### config.mk
export PLATFORM = sky130hd
export DESIGN_NAME = round_controller
export DESIGN_NICKNAME = d
export VERILOG_FILES = /design/src/rtl/round_controller.sv
export SDC_FILE = /design/constraint.sdc
export NUM_CORES = 1
export LEC_CHECK = 0
export CORE_ASPECT_RATIO = 1.4
export CORE_MARGIN = 8
export CORE_UTILIZATION = 40
export CTS_BUF_LIST = sky130_fd_sc_hd__clkbuf_16
export DETAILED_ROUTE_END_ITERATION = 12
export DONT_BUFFER_PORTS = 1
export GPL_TIMING_DRIVEN = 1
export HOLD_SLACK_MARGIN = 0.06
export SLEW_MARGIN = 0
export SYNTH_ARGS = -nofsm -noshare
export SYNTH_HDL_FRONTEND = slang
export SYNTH_SLANG_ARGS = --single-unit
### constraint.sdc
create_clock -name Clk -period 8.7 [get_ports Clk]
set_input_delay 0.87 -clock Clk [delete_from_list [all_inputs] [get_ports Clk]]
set_output_delay 0.87 -clock Clk [all_outputs]
set_load 0.02 [all_outputs]
### src/rtl/round_controller.sv
// Duck-hunt game-flow controller: sequences each bird from launch to
// shot-down or escape, tracks per-round hits/birds, round advance and game over.
module round_controller #(
    parameter int BIRDS_PER_ROUND  = 3,
    parameter int SHOTS_PER_BIRD   = 3,
    parameter int FLIGHT_FRAMES    = 600,
    parameter int FALL_FRAMES      = 60,
    parameter int ESCAPE_FRAMES    = 60,
    parameter int ROUND_END_FRAMES = 120,
    parameter int MIN_HITS         = 2
) (
    input  logic        Clk,
    input  logic        Reset,
    input  logic        frame_clk,
    input  logic        start,
    input  logic        trigger,
    input  logic        hit,
    output logic [2:0]  state,
    output logic        launch,
    output logic        flew_away,
    output logic        shot_down,
    output logic [1:0]  shots_left,
    output logic [7:0]  birds_done,
    output logic [7:0]  hits,
    output logic [7:0]  round,
    output logic [15:0] score,
    output logic        game_over
);

    typedef enum logic [2:0] {
        S_IDLE      = 3'd0,
        S_LAUNCH    = 3'd1,
        S_FLYING    = 3'd2,
        S_FALLING   = 3'd3,
        S_ESCAPE    = 3'd4,
        S_ROUND_END = 3'd5,
        S_GAME_OVER = 3'd6
    } state_e;

    localparam logic [7:0]  BIRDS_L  = 8'(BIRDS_PER_ROUND);
    localparam logic [1:0]  SHOTS_L  = 2'(SHOTS_PER_BIRD);
    localparam logic [15:0] FLIGHT_L = 16'(FLIGHT_FRAMES);
    localparam logic [15:0] FALL_L   = 16'(FALL_FRAMES);
    localparam logic [15:0] ESC_L    = 16'(ESCAPE_FRAMES);
    localparam logic [15:0] RE_L     = 16'(ROUND_END_FRAMES);
    localparam logic [7:0]  MIN_L    = 8'(MIN_HITS);

    logic        frame_prev_q, start_prev_q, trig_prev_q;
    logic        frame_edge, start_edge, trig_edge;
    state_e      state_q, state_d;
    logic [15:0] cnt_q, cnt_d, cnt_tick;
    logic [1:0]  shots_q, shots_d;
    logic [7:0]  birds_q, birds_d;
    logic [7:0]  hits_q, hits_d;
    logic [7:0]  round_q, round_d;
    logic [15:0] score_q, score_d;
    logic        launch_q, launch_d;
    logic        flew_q, flew_d;
    logic        down_q, down_d;
    logic        over_q, over_d;

    assign frame_edge = frame_clk & ~frame_prev_q;
    assign start_edge = start & ~start_prev_q;
    assign trig_edge  = trigger & ~trig_prev_q;
    assign cnt_tick   = cnt_q + 16'd1;

    always_comb begin
        state_d = state_q;
        cnt_d   = cnt_q;
        shots_d = shots_q;
        birds_d = birds_q;
        hits_d  = hits_q;
        round_d = round_q;
        score_d = score_q;
        case (state_q)
            S_IDLE, S_GAME_OVER: begin
                if (start_edge) begin
                    state_d = S_LAUNCH;
                    score_d = 16'd0;
                    round_d = 8'd1;
                    hits_d  = 8'd0;
                    birds_d = 8'd0;
                end
            end
            S_LAUNCH: state_d = S_FLYING;
            S_FLYING: begin
                // A consumed shot swallows a coincident frame tick
                if (trig_edge && shots_q != 2'd0) begin
                    shots_d = shots_q - 2'd1;
                    if (hit) begin
                        state_d = S_FALLING;
                        hits_d  = hits_q + 8'd1;
                        birds_d = birds_q + 8'd1;
                        score_d = (score_q > 16'hFF9B) ? 16'hFFFF
                                                       : score_q + 16'd100;
                    end else if (shots_q == 2'd1) begin
                        state_d = S_ESCAPE;
                        birds_d = birds_q + 8'd1;
                    end
                end else if (frame_edge) begin
                    cnt_d = cnt_tick;
                    if (cnt_tick == FLIGHT_L) begin
                        state_d = S_ESCAPE;
                        birds_d = birds_q + 8'd1;
                    end
                end
            end
            S_FALLING, S_ESCAPE: begin
                if (frame_edge) begin
                    cnt_d = cnt_tick;
                    if (cnt_tick == ((state_q == S_FALLING) ? FALL_L : ESC_L))
                        state_d = (birds_q == BIRDS_L) ? S_ROUND_END : S_LAUNCH;
                end
            end
            S_ROUND_END: begin
                if (frame_edge) begin
                    cnt_d = cnt_tick;
                    if (cnt_tick == RE_L) begin
                        if (hits_q >= MIN_L) begin
                            round_d = (round_q == 8'hFF) ? round_q
                                                         : round_q + 8'd1;
                            hits_d  = 8'd0;
                            birds_d = 8'd0;
                            state_d = S_LAUNCH;
                        end else begin
                            state_d = S_GAME_OVER;
                        end
                    end
                end
            end
            default: state_d = S_IDLE;
        endcase
        if (state_d != state_q) cnt_d = 16'd0;
        if (state_d == S_LAUNCH) shots_d = SHOTS_L;
        launch_d = (state_d == S_LAUNCH);
        flew_d   = (state_d == S_ESCAPE);
        down_d   = (state_d == S_FALLING);
        over_d   = (state_d == S_GAME_OVER);
    end

    always_ff @(posedge Clk or posedge Reset) begin
        if (Reset) begin
            frame_prev_q <= 1'b0;
            start_prev_q <= 1'b0;
            trig_prev_q  <= 1'b0;
            state_q      <= S_IDLE;
            cnt_q        <= 16'd0;
            shots_q      <= 2'd0;
            birds_q      <= 8'd0;
            hits_q       <= 8'd0;
            round_q      <= 8'd0;
            score_q      <= 16'd0;
            launch_q     <= 1'b0;
            flew_q       <= 1'b0;
            down_q       <= 1'b0;
            over_q       <= 1'b0;
        end else begin
            frame_prev_q <= frame_clk;
            start_prev_q <= start;
            trig_prev_q  <= trigger;
            state_q      <= state_d;
            cnt_q        <= cnt_d;
            shots_q      <= shots_d;
            birds_q      <= birds_d;
            hits_q       <= hits_d;
            round_q      <= round_d;
            score_q      <= score_d;
            launch_q     <= launch_d;
            flew_q       <= flew_d;
            down_q       <= down_d;
            over_q       <= over_d;
        end
    end

    assign state      = state_q;
    assign launch     = launch_q;
    assign flew_away  = flew_q;
    assign shot_down  = down_q;
    assign shots_left = shots_q;
    assign birds_done = birds_q;
    assign hits       = hits_q;
    assign round      = round_q;
    assign score      = score_q;
    assign game_over  = over_q;

endmodule
Word-level counts from Yosys, hierarchy flattened:

Index checks and enable logic that the tools add are counted.

* flip-flop bits (word level): 68
* latch bits: 0
* bits in writable memories: 0
* ROM bits: 0
* output and inout bits: 49
* logic and storage cells: 118
* memories kept: 0

* add/sub/neg operators: 6
* multiply operators: 0
* div/mod/pow operators: 0
* magnitude comparators: 2
* eq/ne operators: 28
* shifts and indexed selects: 0
* multiplexer cells: 44
* bitwise logic cells: 6
* reduce and logical (&&, ||, !) cells: 18

Operator list (count)
* $mux 8: 16
* $mux 16: 7
* $pmux 16 s2: 2
* $pmux 8 s3: 2
* $mux 3: 12
* $add 8x1->8 const B: 3
* $add 16x1->16 const B: 1
* $add 16x7->16 const B: 1
* $eq 16x10->1 const B: 1
* $eq 16x6->1 const B: 1
* $eq 16x7->1 const B: 1
* $gt 16x16->1 const B: 1
* $pmux 8 s2: 1
* $eq 3x3->1 const B: 5
* $pmux 3 s5: 1
* $ne 2x2->1 const B: 7
* $reduce_bool 2->1: 5
* $eq 3x2->1 const B: 3
* $ne 3x3->1 const B: 3
* $eq 8x2->1 const B: 1
* $eq 8x8->1 const B: 1
* $ge 8x2->1 const B: 1
* $reduce_and 8->1: 1
* $reduce_and 7->1: 1
* other kinds (16): 26

Depth between registers and ports, before layout:

Gate-level depths: netlist of the first run.

* depth after elaboration: 9
* mapped depth: 12
* depth with buffers taken out: 10

Least setup slack after synthesis of the first run:

Ideal clock, no wire load.

* path type: reg2reg
* start point: register cnt_q[0]
* end point: register cnt_q[1]
* setup time: 0.134 ns
* data arrival time: 2.889 ns
* path slack: 5.677 ns
* stages on the path, launching flop included: 13
* buffers on the path: 3
* cells stage by stage: dfrtp_1 -> ha_1 -> buf_2 -> and3_1 -> a211oi_1 -> a31oi_1 -> or4_4 -> buf_6 -> o31ai_1 -> o211ai_1 -> a21oi_1 -> buf_2 -> nor3_1

* cells in the longest elaborated chain, start to end: 9
* elaborated cells on any way between the ends: 20

Ends and longest elaborated chain
* from (decl): line 51 `logic [15:0] cnt_q, cnt_d, cnt_tick;`
* from (signal assigned): line 162 `cnt_q <= cnt_d;`
* $add 16x1->16 *: line 65 `assign cnt_tick = cnt_q + 16'd1;`
* $eq 16x10->1: line 102 `if (cnt_tick == FLIGHT_L) begin`
* $mux 3: line 102
* $mux 3: line 100 `end else if (frame_edge) begin`
* $mux 3: line 88 `if (trig_edge && shots_q != 2'd0) begin`
* $pmux 3 s5: line 75 `case (state_q)`
* $ne 3x3->1: line 133 `if (state_d != state_q) cnt_d = 16'd0;`
* $ne 3x3->1 (no line) or $reduce_bool 3->1 (tied branches)
* $reduce_and 2->1 (no line)

Every way passes the cells marked *; elsewhere a longest branch is shown, timed or not. The select of a mux whose other input is x is not followed.
A chain may end at the register's enable or synchronous reset.

Worst setup path in the final report of the first run:

* start point: register cnt_q[0]
* end point: register cnt_q[6]

Same word-level chain as after synthesis.

==> impl_metrics.toml, run 1 <==
[floorplan]
top_level_ports = 55
die_w_um = 101.4
initial_core_util = 0.4102
die_h_um = 135.5
die_area_mm2 = 0.01374
coreArea_mm2 = 0.009953
core.rowCount = 43

[clock_tree]
clock-sinks = 67
h-tree-depth = 3
cts_buffer_depth = 2
ctsHoldBuffers = 0
clock-root-buffer = "clkbuf_16"
clk_latency_ns = 0.33
numCtsBuffers = 9
cts_tree = "yes"
cts_setup_buffers = 0
clkTransAtPathRegs_ns = 0.05
post_cts_resized = 0

[logic_synthesis]
synthesis.yosys.warnings = 0
avgSynthCellArea_um2 = 8.818
seq_area_frac_synth = 0.4107
synth_nets = 479
synthCells = 463
ys_dominant_reg_cell = "dfrtp_1"
synthArstFlopShare = 1.000
synth_enable_flop_cells = 0
syn-cell-area_mm2 = 0.004083
ys_ff_latch = 67
ys_types = 59

[pwr]
power.density_mw_per_mm2 = 257.0
switchingPower_mw = 0.4785
leakage_nw = 1.827
irDropWorstVdd_uv = 95.87
p_sw_frac = 0.4234
power.total_mw = 1.130
p_clk_frac = 0.275
power_frac_comb = 0.302
internal-power_mw = 0.6517
power_frac_seq = 0.423

[place]
io_buffer_count = 0
dp_hpwl_um = 7284
gp_routability_congestion = 0.9451

[run]
maxCapViolCount = 0

[routing]
drc = 0
avgRoutedWirePerCell_um = 16.91
route.vias.total = 3428
drt_iter0_drc = 121
postRouteAntennaNets = 0
vias_per_cell = 5.791
wl_um = 10010
drt_first_pass_iters = 5

[sta]
finalHoldViolCount = 0
fmax_ghz = 0.2890
tns_ns = 0
worst_pin_slew_ns = 0.9707
setup_violations = 0
skew_ns = 0.005162
rsz0062_at_grt = "false"
fin_crit_ns = 3.460
period_share = 0.3977
relSlewSlack = 0.3493
drv_slew = 0

[global_routing]
antenna_found_initial = 0
grt_overflow = 0
grt_pass1_vias = 3405
grt_pass1_wl_um = 16840
grtUsageTotal = 0.1537
grt_max_degree = 68

[critical_path]
reg2regPathDepth = 9
critPathMaxFanout = 16
crit_start = "cnt_q[0]$_DFFE_PP0P_"
crit_required_ns = 8.88
endpoint_kind = "flop"
arrival_ns = 3.64
r2r-start = "cnt_q[0]$_DFFE_PP0P_"
start_kind = "flop"
worstSetupPathType = "flop to flop"

[cells_and_area]
drive_gt1_frac = 0.05908
diodes = 0
nets = 469
area_growth_pct = 7.692

[hold_path]
hold_start = "trigger"
hold_class = "input pin to flop"
holdPathStages = 0

[run_status]
run_status = "completed"
## cell families (layout without fill, tap and decap cells)
group,after synthesis,count (layout),share of synthesized area
compound gates,107,107,0.1692
xor+xnor,29,29,0.06221
fa+ha+maj,11,11,0.03310
buf+inv,36,30,0.04352
flops,67,67,0.4107
mux,4,4,0.01011
simple gates,209,209,0.2712
## cells in the mapped netlist, drive strengths merged (2+ instances only)
library cell / number / area [µm²]
nand3b: 3 / 22.52
buf: 10 / 76.32
xnor2: 13 / 113.9
nor2: 40 / 150.1
nand2b: 6 / 37.54
nand2: 37 / 138.9
a311oi: 2 / 23.77
nand3: 28 / 140.1
nor3: 27 / 140.1
nand4: 15 / 100.1
inv: 12 / 45.04
o21bai: 2 / 15.01
and3: 14 / 87.58
and2: 5 / 31.28
o41ai: 2 / 17.52
o31ai: 9 / 81.33
a41o: 2 / 20.02
a31oi: 12 / 75.07
and4: 3 / 28.78
a21o: 4 / 30.03
or4: 4 / 33.78
ha: 10 / 125.1
or3: 4 / 25.02
clkbuf: 14 / 56.31
nor4: 6 / 43.79
a211o: 2 / 17.52
nor2b: 5 / 31.28
or2: 2 / 12.52
nor3b: 6 / 45.04
mux2i: 3 / 30.03
and4b: 2 / 20.02
dfrtp: 67 / 1677
o211ai: 4 / 35.03
a211oi: 7 / 52.55
xor2: 16 / 140.1
a21oi: 23 / 118.9
o21ai: 34 / 170.2
## final timing paths
path                                          to  slack (ns)
setup / recovery            cnt_q[6]$_DFFE_PP0P_        5.24
hold / removal             trig_prev_q$_DFF_PP0_        0.57
setup reg to reg            cnt_q[6]$_DFFE_PP0P_        5.24
hold reg to reg            cnt_q[15]$_DFFE_PP0P_        0.62
max in group asynchronous  cnt_q[10]$_DFFE_PP0P_        7.47
min in group asynchronous   round[4]$_DFFE_PP0P_        0.67
## cells in the final DEF (no fill, tap or decap), types with 4 or more instances in the layout
cell | Yosys | routed
a211oi_1 | 7 | 7
a21o_1 | 4 | 4
a21oi_1 | 22 | 22
a31oi_1 | 12 | 12
and2_1 | 5 | 5
and3_1 | 14 | 14
clkbuf_16 | 0 | 9
dfrtp_1 | 67 | 67
ha_1 | 10 | 10
inv_1 | 12 | 12
nand2_1 | 37 | 37
nand2b_1 | 6 | 6
nand3_1 | 28 | 28
nand4_1 | 14 | 14
nor2_1 | 40 | 40
nor2b_1 | 5 | 5
nor3_1 | 26 | 25
nor3b_1 | 6 | 6
nor4_1 | 5 | 5
o21ai_0 | 32 | 32
o31ai_1 | 8 | 8
or3_1 | 4 | 4
xnor2_1 | 13 | 13
xor2_1 | 16 | 16
## final cells by class
class,instances,area (µm²)
Tap cell,135,168.9
Inverter,12,45.04
Clock inverter,6,25.02
Clock buffer,9,225.2
Multi-Input combinational cell,360,2233
Timing Repair Buffer,3,22.52
Sequential cell,67,1677
Fill cell,962,5557
## power groups by stage
stage	Sequential (mW)	Clock [mW]	Combinational, mW
6_report	0.478	0.311	0.341
5_1_grt	0.488	0.332	0.389
4_1_cts	0.481	0.320	0.346
3_5_place_dp	0.487	0	0.343
3_3_place_gp	0.485	0	0.336
2_1_floorplan	0.452	0	0.278
## sequential cells by signal, summed over array words and instances, names as in the netlist
signal,count
cnt_q,16
score,15
birds_done,8
hits,8
round,8
state,3
shots_left,2
flew_away,1
frame_prev_q,1
game_over,1
launch,1
shot_down,1
start_prev_q,1
trig_prev_q,1
## critical path, stage by stage (launching register included)
cell and delay, ns:
dfrtp_1 0.46, ha_1 0.38, and3_1 0.28, nand4_1 0.13, mux2i_1 0.16, or4_4 0.63
or2_2 0.34, o21ai_1 0.23, a41o_1 0.59, nor3_1 0.12
## layer usage
metal  up-vias  share of wire  wire, µm  GRT usage
met5         -              0         0          0
met1      1639           0.39      3886     0.1668
met2        89           0.53      5262     0.2652
li1       1676              -         -          -
met4         0          0.033       331    0.09643
met3        24          0.053       528    0.03189
## through the flow
step	hold slack [ns]	setup slack (ns)	util	instances	area [µm²]
2_1_floorplan	0.5756	5.677	-	463	4083
3_3_place_gp	0.6092	5.351	0.4166	577	4146
3_5_place_dp	0.6087	5.267	0.4166	577	4146
4_1_cts	0.5545	5.244	0.4417	592	4397
5_1_grt	0.5564	4.897	0.4417	592	4397
6_report	0.5657	5.240	0.4417	592	4397
Note: power is estimated with default switching activity, not from simulation.
==> run 2, diff against run 1 <==
- clock period: 8.7 -> 3.1 ns (I/O delays scaled with it)
==> impl_metrics.toml, run 2 (synthesis gave the netlist of run 1 again) <==
[sta]
tns_ns = 0
worst_pin_slew_ns = 0.4964
period_share = 0.9751
fmax_ghz = 0.3308
relSlewSlack = 0.6679
finalHoldViolCount = 0
drv_slew = 0
skew_ns = 0.01019
setup_violations = 0
fin_crit_ns = 3.023

[routing]
drt_iter0_drc = 172
drc = 0
postRouteAntennaNets = 0
drt_first_pass_iters = 4
route.vias.total = 3512
vias_per_cell = 5.692
avgRoutedWirePerCell_um = 16.94
wl_um = 10450

[cells_and_area]
postLayoutCellArea_mm2 = 0.004700
fill_cells = 937
drive_gt1_frac = 0.1307
largest_reg_flops = 16
mostFrequentLayoutCell = "dfrtp_1"
nets = 493
diodes = 0
final_cell_mix = "dfrtp_1, nor2_1, nand2_1"
regMostFlops = "cnt_q"
area_growth_pct = 15.11

[critical_path]
timing.rr.end = "cnt_q[1]$_DFFE_PP0P_"
endpoint_kind = "flop"
crit_start = "cnt_q[1]$_DFFE_PP0P_"
crit_required_ns = 3.31
reg2regPathDepth = 10
ff2ff_setup_slack_ns = 0.08
start_kind = "flop"
cpMaxStageDelayCell = "or4_2"
worstSetupPathType = "flop to flop"
max_stage_delay_ns = 0.72
cp_cell_sequence = "buf_4 -> nand4_2 -> nor4_2 -> xor2_1 -> or4_2 -> o31ai_1 -> a32o_1 -> a41o_1 -> buf_12 -> nor3_1"
arrival_ns = 3.23
critPathMaxFanout = 16
r2r-start = "cnt_q[1]$_DFFE_PP0P_"

[floorplan]
initial_core_util = 0.4102
die_area_mm2 = 0.01374
coreArea_mm2 = 0.009953
top_level_ports = 55
die_h_um = 135.5
core.rowCount = 43
die_w_um = 101.4

[pwr]
irDropWorstVdd_uv = 386.7
power.total_mw = 3.490
power.density_mw_per_mm2 = 742.6
leakage_nw = 1.971

[hold_path]
hold_start = "hit"
holdPathStages = 2
min_to = "hits[2]$_DFFE_PP0P_"
hold_class = "input pin to flop"

[clock_tree]
clock-sinks = 67
h-tree-depth = 3
numCtsBuffers = 9
cts_buffer_depth = 2
clkTransAtPathRegs_ns = 0.05
clock-root-buffer = "clkbuf_16"
cts_tree = "yes"
clk_latency_ns = 0.33

[global_routing]
antenna_found_initial = 0
grt_pass1_wl_um = 17240
grtUsageTotal = 0.1585
grt_max_degree = 38
grt_overflow = 0
grt_pass1_vias = 3353

[run]
maxCapViolCount = 0

[run_status]
run_status = "completed"

[place]
io_buffer_count = 0
dp_hpwl_um = 7635
placedInstanceArea_mm2 = 0.004294
gp_routability_congestion = 0.9805
## run 2: cell count changes in the layout (fill, tap and decap cells not counted), moves of 2 or more
cell,before,now
dfrtp_2,0,3
dlygate4sd3_1,0,4
o41ai_2,0,2
buf_4,3,21
clkinv_1,3,0
dfrtp_1,67,64
clkinv_4,0,2
o41ai_1,2,0
clkinvlp_4,0,2
## run 2: power by group
group / internal [mW] / switching, mW / total (mW)
combinational: 0.447 / 0.756 / 1.20
clock: 0.626 / 0.391 / 1.02
sequential: 0.991 / 0.279 / 1.27
total: 2.06 / 1.43 / 3.49
## run 2: worst max path at each step
stage	end	slack [ns]
after detailed placement	birds_done[5]$_DFFE_PP0P_	0.08
after floorplan	cnt_q[1]$_DFFE_PP0P_	0.08
after CTS	birds_done[5]$_DFFE_PP0P_	0.06
after global placement	birds_done[6]$_DFFE_PP0P_	0.19
after global routing	cnt_q[3]$_DFFE_PP0P_	-0.09
final	cnt_q[1]$_DFFE_PP0P_	0.08
## run 2: area by class of cell
cell class / count / area (µm²) / area share
inverters: 12 / 45.04 / 0.009585
repair buffers: 26 / 217.7 / 0.04633
multi-input cells: 361 / 2286 / 0.4864
flip-flops and latches: 67 / 1680 / 0.3576
clock buffers: 9 / 225.2 / 0.04792
well taps: 135 / 168.9 / 0.03594
clock inverters: 7 / 76.32 / 0.01624
## run 2: what timing repair did
action | CTS | global route
setup endpoints to repair | 0 | 28
buffers inserted | 0 | 1
hold endpoints to repair | 70 | 0
gates resized for setup | 0 | 12
hold buffers | 4 | 0
## run 2: critical path, delay by kind of cell, from the launching register on
family	cells	cell delay [ns]
xor gates and xnor gates	1	0.14
buffers and inverters	2	0.30
and+or+nand+nor	4	1.31
AOI/OAI and AO/OA	3	0.79
DFF	1	0.36
## run 2: per-stage QoR
stage	std cells	util	setup WS, ns	hold WS [ns]
3_3_place_gp	595	0.4314	0.1915	0.3108
2_1_floorplan	463	-	0.07710	0.3414
5_1_grt	617	0.4722	-0.08652	0.1401
4_1_cts	615	0.4657	0.05865	0.1334
6_report	617	0.4722	0.07731	0.1379
3_5_place_dp	595	0.4314	0.07631	0.3154
## run 2: per-layer routing
layer | GRT usage | wire, µm
met5 | 0 | 0
met4 | 0.07066 | 206
met3 | 0.03807 | 494
met2 | 0.2737 | 5581
met1 | 0.1796 | 4167
